===== src/rtl/mem_bus_bridge_if.sv =====
// rtl/mem_bus_bridge_if.sv - CPU request/ack bus and memory command bus bundle
interface mem_bus_bridge_if #(
   parameter int DATA_WIDTH     = 8,
   parameter int ADDR_WIDTH     = 12,
   parameter int CPU_ADDR_WIDTH = 16
);
   logic                      cpu_req;
   logic                      cpu_we;
   logic [CPU_ADDR_WIDTH-1:0] cpu_addr;
   logic [DATA_WIDTH-1:0]     cpu_wdata;
   logic [DATA_WIDTH-1:0]     cpu_rdata;
   logic                      cpu_ack;
   logic                      cpu_err;
   logic                      mem_rd_enable;
   logic                      mem_wr_enable;
   logic [ADDR_WIDTH-1:0]     mem_addr;
   logic [DATA_WIDTH-1:0]     mem_wr_data;
   logic                      mem_busy;
   logic [DATA_WIDTH-1:0]     mem_rd_data;

   modport slave (
      input  cpu_req, cpu_we, cpu_addr, cpu_wdata, mem_busy, mem_rd_data,
      output cpu_rdata, cpu_ack, cpu_err, mem_rd_enable, mem_wr_enable, mem_addr, mem_wr_data
   );

   modport master (
      output cpu_req, cpu_we, cpu_addr, cpu_wdata, mem_busy, mem_rd_data,
      input  cpu_rdata, cpu_ack, cpu_err, mem_rd_enable, mem_wr_enable, mem_addr, mem_wr_data
   );
endinterface


===== src/rtl/mem_bus_bridge.sv =====
// rtl/mem_bus_bridge.sv - CPU request/ack bus to single-cycle memory command bridge with timeout
module mem_bus_bridge #(
   parameter int                        DATA_WIDTH     = 8,
   parameter int                        ADDR_WIDTH     = 12,
   parameter int                        CPU_ADDR_WIDTH = 16,
   parameter logic [CPU_ADDR_WIDTH-1:0] BASE_ADDR      = 16'h0000,
   parameter int                        TIMEOUT        = 15,
   parameter logic [DATA_WIDTH-1:0]     OPEN_BUS       = 8'hFF
) (
   input logic              clk_i,
   input logic              reset_ni,
   mem_bus_bridge_if.slave  bus
);
   localparam int CNT_W = $clog2(TIMEOUT + 1);

   typedef enum logic [2:0] {IDLE, ISSUE, WAIT_HI, WAIT_LO, RESP} state_e;

   state_e                    state_q;
   logic                      we_q;
   logic [CNT_W-1:0]          cnt_q;
   logic [DATA_WIDTH-1:0]     cpu_rdata_q;
   logic                      cpu_ack_q;
   logic                      cpu_err_q;
   logic                      mem_rd_en_q;
   logic                      mem_wr_en_q;
   logic [ADDR_WIDTH-1:0]     mem_addr_q;
   logic [DATA_WIDTH-1:0]     mem_wr_data_q;

   logic [CPU_ADDR_WIDTH-1:0] offset_d;
   logic                      hit_d;
   logic [CNT_W-1:0]          cnt_d;
   logic                      timeout_d;

   // Offset-based decode avoids overflow when the window ends at the top of the CPU space.
   always_comb begin
      offset_d  = bus.cpu_addr - BASE_ADDR;
      hit_d     = (bus.cpu_addr >= BASE_ADDR) && (offset_d[CPU_ADDR_WIDTH-1:ADDR_WIDTH] == '0);
      cnt_d     = cnt_q + 1'b1;
      timeout_d = (cnt_d >= CNT_W'(TIMEOUT));
   end

   always_ff @(posedge clk_i or negedge reset_ni) begin
      if (!reset_ni) begin
         state_q       <= IDLE;
         we_q          <= 1'b0;
         cnt_q         <= '0;
         cpu_rdata_q   <= '0;
         cpu_ack_q     <= 1'b0;
         cpu_err_q     <= 1'b0;
         mem_rd_en_q   <= 1'b0;
         mem_wr_en_q   <= 1'b0;
         mem_addr_q    <= '0;
         mem_wr_data_q <= '0;
      end else begin
         mem_rd_en_q <= 1'b0;
         mem_wr_en_q <= 1'b0;
         cpu_ack_q   <= 1'b0;
         cpu_err_q   <= 1'b0;
         case (state_q)
            IDLE: begin
               if (bus.cpu_req && !bus.mem_busy) begin
                  we_q <= bus.cpu_we;
                  if (hit_d) begin
                     mem_addr_q    <= offset_d[ADDR_WIDTH-1:0];
                     mem_wr_data_q <= bus.cpu_wdata;
                     mem_rd_en_q   <= !bus.cpu_we;
                     mem_wr_en_q   <= bus.cpu_we;
                     state_q       <= ISSUE;
                  end else begin
                     if (!bus.cpu_we) cpu_rdata_q <= OPEN_BUS;
                     cpu_ack_q <= 1'b1;
                     state_q   <= RESP;
                  end
               end
            end
            ISSUE: begin
               cnt_q   <= '0;
               state_q <= WAIT_HI;
            end
            WAIT_HI: begin
               cnt_q <= cnt_d;
               if (timeout_d) begin
                  if (!we_q) cpu_rdata_q <= OPEN_BUS;
                  cpu_ack_q <= 1'b1;
                  cpu_err_q <= 1'b1;
                  state_q   <= RESP;
               end else if (bus.mem_busy) begin
                  state_q <= WAIT_LO;
               end
            end
            WAIT_LO: begin
               cnt_q <= cnt_d;
               // A completion landing on the last allowed cycle wins over the abort.
               if (!bus.mem_busy) begin
                  if (!we_q) cpu_rdata_q <= bus.mem_rd_data;
                  cpu_ack_q <= 1'b1;
                  state_q   <= RESP;
               end else if (timeout_d) begin
                  if (!we_q) cpu_rdata_q <= OPEN_BUS;
                  cpu_ack_q <= 1'b1;
                  cpu_err_q <= 1'b1;
                  state_q   <= RESP;
               end
            end
            RESP:    state_q <= IDLE;
            default: state_q <= IDLE;
         endcase
      end
   end

   assign bus.cpu_rdata     = cpu_rdata_q;
   assign bus.cpu_ack       = cpu_ack_q;
   assign bus.cpu_err       = cpu_err_q;
   assign bus.mem_rd_enable = mem_rd_en_q;
   assign bus.mem_wr_enable = mem_wr_en_q;
   assign bus.mem_addr      = mem_addr_q;
   assign bus.mem_wr_data   = mem_wr_data_q;
endmodule


===== src/flat_wrapper.sv =====
// flat-port wrapper written by rule: the top's interface ports become plain ports
module mem_bus_bridge_flat 
#(
   parameter int                        DATA_WIDTH     = 8,
   parameter int                        ADDR_WIDTH     = 12,
   parameter int                        CPU_ADDR_WIDTH = 16,
   parameter logic [CPU_ADDR_WIDTH-1:0] BASE_ADDR      = 16'h0000,
   parameter int                        TIMEOUT        = 15,
   parameter logic [DATA_WIDTH-1:0]     OPEN_BUS       = 8'hFF
)
  (clk_i, reset_ni, bus_cpu_req, bus_cpu_we, bus_cpu_addr, bus_cpu_wdata, bus_mem_busy, bus_mem_rd_data, bus_cpu_rdata, bus_cpu_ack, bus_cpu_err, bus_mem_rd_enable, bus_mem_wr_enable, bus_mem_addr, bus_mem_wr_data);
  mem_bus_bridge_if #(.DATA_WIDTH(DATA_WIDTH), .ADDR_WIDTH(ADDR_WIDTH), .CPU_ADDR_WIDTH(CPU_ADDR_WIDTH)) bus_i ();
  input logic clk_i;
  input logic reset_ni;
  input wire logic [$bits(bus_i.cpu_req)-1:0] bus_cpu_req;
  input wire logic [$bits(bus_i.cpu_we)-1:0] bus_cpu_we;
  input wire logic [$bits(bus_i.cpu_addr)-1:0] bus_cpu_addr;
  input wire logic [$bits(bus_i.cpu_wdata)-1:0] bus_cpu_wdata;
  input wire logic [$bits(bus_i.mem_busy)-1:0] bus_mem_busy;
  input wire logic [$bits(bus_i.mem_rd_data)-1:0] bus_mem_rd_data;
  output wire logic [$bits(bus_i.cpu_rdata)-1:0] bus_cpu_rdata;
  output wire logic [$bits(bus_i.cpu_ack)-1:0] bus_cpu_ack;
  output wire logic [$bits(bus_i.cpu_err)-1:0] bus_cpu_err;
  output wire logic [$bits(bus_i.mem_rd_enable)-1:0] bus_mem_rd_enable;
  output wire logic [$bits(bus_i.mem_wr_enable)-1:0] bus_mem_wr_enable;
  output wire logic [$bits(bus_i.mem_addr)-1:0] bus_mem_addr;
  output wire logic [$bits(bus_i.mem_wr_data)-1:0] bus_mem_wr_data;
  assign bus_i.cpu_req = bus_cpu_req;
  assign bus_i.cpu_we = bus_cpu_we;
  assign bus_i.cpu_addr = bus_cpu_addr;
  assign bus_i.cpu_wdata = bus_cpu_wdata;
  assign bus_i.mem_busy = bus_mem_busy;
  assign bus_i.mem_rd_data = bus_mem_rd_data;
  assign bus_cpu_rdata = bus_i.cpu_rdata;
  assign bus_cpu_ack = bus_i.cpu_ack;
  assign bus_cpu_err = bus_i.cpu_err;
  assign bus_mem_rd_enable = bus_i.mem_rd_enable;
  assign bus_mem_wr_enable = bus_i.mem_wr_enable;
  assign bus_mem_addr = bus_i.mem_addr;
  assign bus_mem_wr_data = bus_i.mem_wr_data;
  mem_bus_bridge #(.DATA_WIDTH(DATA_WIDTH), .ADDR_WIDTH(ADDR_WIDTH), .CPU_ADDR_WIDTH(CPU_ADDR_WIDTH), .BASE_ADDR(BASE_ADDR), .TIMEOUT(TIMEOUT), .OPEN_BUS(OPEN_BUS)) u_core (.clk_i(clk_i), .reset_ni(reset_ni), .bus(bus_i));
endmodule

===== config.mk =====
export PLATFORM = sky130hd
export DESIGN_NAME = mem_bus_bridge_flat
export DESIGN_NICKNAME = d
export VERILOG_FILES = /design/src/rtl/mem_bus_bridge_if.sv /design/src/rtl/mem_bus_bridge.sv /design/src/flat_wrapper.sv
export SDC_FILE = /design/constraint.sdc
export NUM_CORES = 1
export LEC_CHECK = 0
export CELL_PAD_IN_SITES_DETAIL_PLACEMENT = 0
export CELL_PAD_IN_SITES_GLOBAL_PLACEMENT = 1
export CORE_MARGIN = 8
export CORE_UTILIZATION = 43
export CTS_CLUSTER_DIAMETER = 80
export DETAILED_ROUTE_END_ITERATION = 8
export DONT_BUFFER_PORTS = 1
export PLACE_DENSITY = 0.74
export SYNTH_ARGS = -nofsm -noshare
export SYNTH_HDL_FRONTEND = slang
export SYNTH_SLANG_ARGS = --single-unit

===== constraint.sdc =====
create_clock -name clk_i -period 1.5 [get_ports clk_i]
set_input_delay 0.075 -clock clk_i [delete_from_list [all_inputs] [get_ports clk_i]]
set_output_delay 0.075 -clock clk_i [all_outputs]
set_load 0.02 [all_outputs]

==> impl_results.md <==
* Crit. End Element: flip-flop
* Vias in the first global route at 1346
* Largest area contributor in the netlist: dfrtp_1
* First-pass iteration count of the detailed router at 4
* Violated checks: setup timing
* DR DRC count at 0
* Count leader, synth: dfrtp_1
* Fin cells at 248
* Crit path max fanout at 8
* Vias per inst at 5.34
* Die H at 80.5 µm
* P&R area growth vs syn at 44.6%
* Synth Area in Compound Gates at 14.5%
* First-pass GRT wire length at 7.25 mm
* Final Setup Violations at 29
* Syn Inst Count at 143
* ANT cells at 0
* Routed via count at 1324
* Gr ovfl total at 0
* CP max stage cell: dfrtp_2
* WP buf/inv at 2
* CTS Buf Count at 5
* Crit path cell chain: buf_6, buf_6, and3b_1, o211ai_1, a2bb2oi_4, o22a_1
* Fin crit share at 108%
* Worst VDD drop at 0.000526 V
* Crit path time final at 1620 ps
* Post-synth cell types at 38
* Placed Cells at 203
* Main area contributors after synthesis: dfrtp_1 56%, mux2_1 12%, o22a_1 3.9%
* Clk sink count at 40
* Net count after synthesis at 182
* Final Wtd Congestion at 0.880
* Clk buf depth at 2
* Die width at 80.5 µm
* Die area at 0.00648 mm²
* Clock tree from TritonCTS: yes
* Yosys synthesis warning count at 0
* CP peak stage delay at 450 ps
* Sum of negative setup slack at -1220 ps
* Outcome: complete, but fails checks
* Max_cap viols at 0
* RSZ-0062 raised after global routing: true
* Share of cells above drive strength 1 at 37.4%
* Detail Route Antenna Nets at 0
* Largest net degree at the start of global routing at 41
* H-tree depth at 2
* Worst EP arrival at 1790 ps
* Synth Area in Adders at 1.40%
* Most common cell on crit path: buf_6
* Clock Skew at 9.73 ps
* Routed WL at 4.63 mm
* Syn Area/Cell at 12.5 µm²
* Final setup margin at -121 ps
* Post-synth top area share at 56.0%
* Hold_ws at 12.7 ps
* Max frequency at 0.617 GHz
* Fin area at 0.00258 mm²
* Setup CP Type: flip-flop to flip-flop
* Routed len/inst at 18.7 µm
* Async set-reset flop share out of synthesis at 100%
* Final Hold Fails at 0
* Most frequent cells after synthesis: 40 x dfrtp_1, 19 x mux2_1, 9 x o21ai_0
* Iter 0 DRT Violations at 58
* Post-synthesis sequential area ratio at 56.0%
* Slew @ Worst Pin at 379 ps
* Combinational family with the most area after synthesis: compound AO/OA/AOI/OAI gates
* Main synth FF type: dfrtp_1
* Placed cell areas at 0.00195 mm²
* Top-level I/O count at 69
* Gr usage total at 14.3%
* Port Buffers at 0
* Row count at 23
* Total Nets Final at 237
* Leakage power at 1.13 nW
* Starting density of the core at 44.7%
* Mapped Area at 0.00179 mm²
* Post-synth EDFFs at 0
* CP delay by family, top: compound AO/OA/AOI/OAI gates
* Max-slew violation count at 0
* Post-Synth XOR/XNOR Area at 0%
* HP Class: input port to flip-flop
* CP Launch Type: flip-flop
* Slew HR at 74.7%
* Initial antenna violation count at 0
* Detailed placer's ending HPWL at 3.08 mm
* Cell Pwr Density at 1670 mW/mm²
* Synth Area in Simple Gates at 12.2%
* Clock root cell: clkbuf_8
* Multiplexer share of the synthesized area at 13.2%
* Core area at 0.00400 mm²
* Clock Latency Late Sink at 290 ps
* #FFs+latches synth at 40
* Required time worst endpoint at 1670 ps
* Clock-pin slew on the worst setup and hold paths at 70 ps
## worst paths after layout
kind                                                startpoint  depth (start not counted)                             endpoint  slack, ps
max                                u_core.cnt_q[0]$_DFFE_PN0P_                          6  u_core.bus.cpu_rdata[6]$_DFFE_PN0P_       -120
min                                           bus_cpu_addr[14]                          2   u_core.bus.mem_rd_enable$_DFF_PN0_         10
max reg2reg                        u_core.cnt_q[0]$_DFFE_PN0P_                          6  u_core.bus.cpu_rdata[6]$_DFFE_PN0P_       -120
min reg2reg                u_core.bus.cpu_rdata[7]$_DFFE_PN0P_                          1  u_core.bus.cpu_rdata[7]$_DFFE_PN0P_        640
max in group asynchronous                             reset_ni                          2          u_core.cnt_q[1]$_DFFE_PN0P_       1050
min in group asynchronous                             reset_ni                          2   u_core.bus.mem_addr[3]$_DFFE_PN0P_        250
## routing by layer
metal	global-route usage, %	up-vias	share of wire [%]	wire length, µm
met4	4.36	0	0.95	44
li1	-	628	-	-
met5	0	-	0	0
met3	5.47	5	8.0	372
met2	23.5	38	52	2400
met1	16.9	653	39	1810
## power by group
group | internal (W) | leakage, nW | total (W) | switching (W)
combinational | 0.000978 | 0.592 | 0.00168 | 0.000705
clock | 0.000314 | 0.0400 | 0.000662 | 0.000348
sequential | 0.00140 | 0.498 | 0.00198 | 0.000584
total | 0.00269 | 1.13 | 0.00433 | 0.00164
## worst reg2reg max path, cell delays in order, from the launching register on
cell	delay [ps]
dfrtp_2	450
buf_6	140
buf_6	100
and3b_1	170
o211ai_1	310
a2bb2oi_4	140
o22a_1	190
## sequential cells by signal, summed over array words and instances, names as in the netlist
signal and flops:
u_core.bus.mem_addr 12, u_core.bus.cpu_rdata 8, u_core.bus.mem_wr_data 8, u_core.cnt_q 4
u_core.state_q 3, u_core.bus.cpu_ack 1, u_core.bus.cpu_err 1, u_core.bus.mem_rd_enable 1
u_core.bus.mem_wr_enable 1, u_core.we_q 1
## cell usage in the layout (no fill, tap or decap), types with 2 or more instances in the layout
| cell | count |
|---|---|
| a21o_1 | 2 |
| a21oi_1 | 2 |
| and2_1 | 2 |
| buf_4 | 18 |
| buf_6 | 4 |
| buf_8 | 2 |
| clkbuf_8 | 5 |
| dfrtp_1 | 38 |
| dfrtp_2 | 2 |
| dlygate4sd3_1 | 30 |
| ha_4 | 2 |
| inv_2 | 2 |
| mux2_4 | 21 |
| nand2_1 | 8 |
| nand2b_1 | 5 |
| nand3_1 | 2 |
| nor2_1 | 2 |
| nor2b_2 | 2 |
| nor3_1 | 3 |
| nor3_2 | 2 |
| o21ai_0 | 7 |
| o21ai_1 | 2 |
| o22a_1 | 8 |
## cells by family after synthesis
family	count (synthesis)
buffers and inverters	10
AND/OR/NAND/NOR	37
flip-flops	40
multiplexers	21
adder cells (fa/ha/maj)	2
AO/OA/AOI/OAI	33
## cell type report
cell class	instances	area [µm²]
fillers	285	1420
flip-flops and latches	40	1000
clock inverters	2	12.5
well taps	50	62.6
inverters	3	11.3
clock buffers	5	68.8
multi-input cells	93	896
repair buffers	55	531
## stage by stage
| stage | utilization [%] | worst slack, ps | total power [W] |
|---|---|---|---|
| final | 64.6 | -121 | 0.00433 |
| after global routing | 64.6 | -186 | 0.00463 |
| after CTS | 61.7 | -123 | 0.00414 |
| after detailed placement | 48.7 | -135 | 0.00319 |
| after global placement | 48.7 | -40.2 | 0.00314 |
| after floorplan | - | -63.8 | 0.00270 |
## repair_timing
action,4_1_cts,5_1_grt
hold endpoints to repair,71,0
hold buffers,31,0
buffers inserted,1,5
resized for setup,26,23
gates cloned,1,0
pin swaps,4,16
endpoints found under the setup margin,22,32
(Power assumes the default switching activity.)
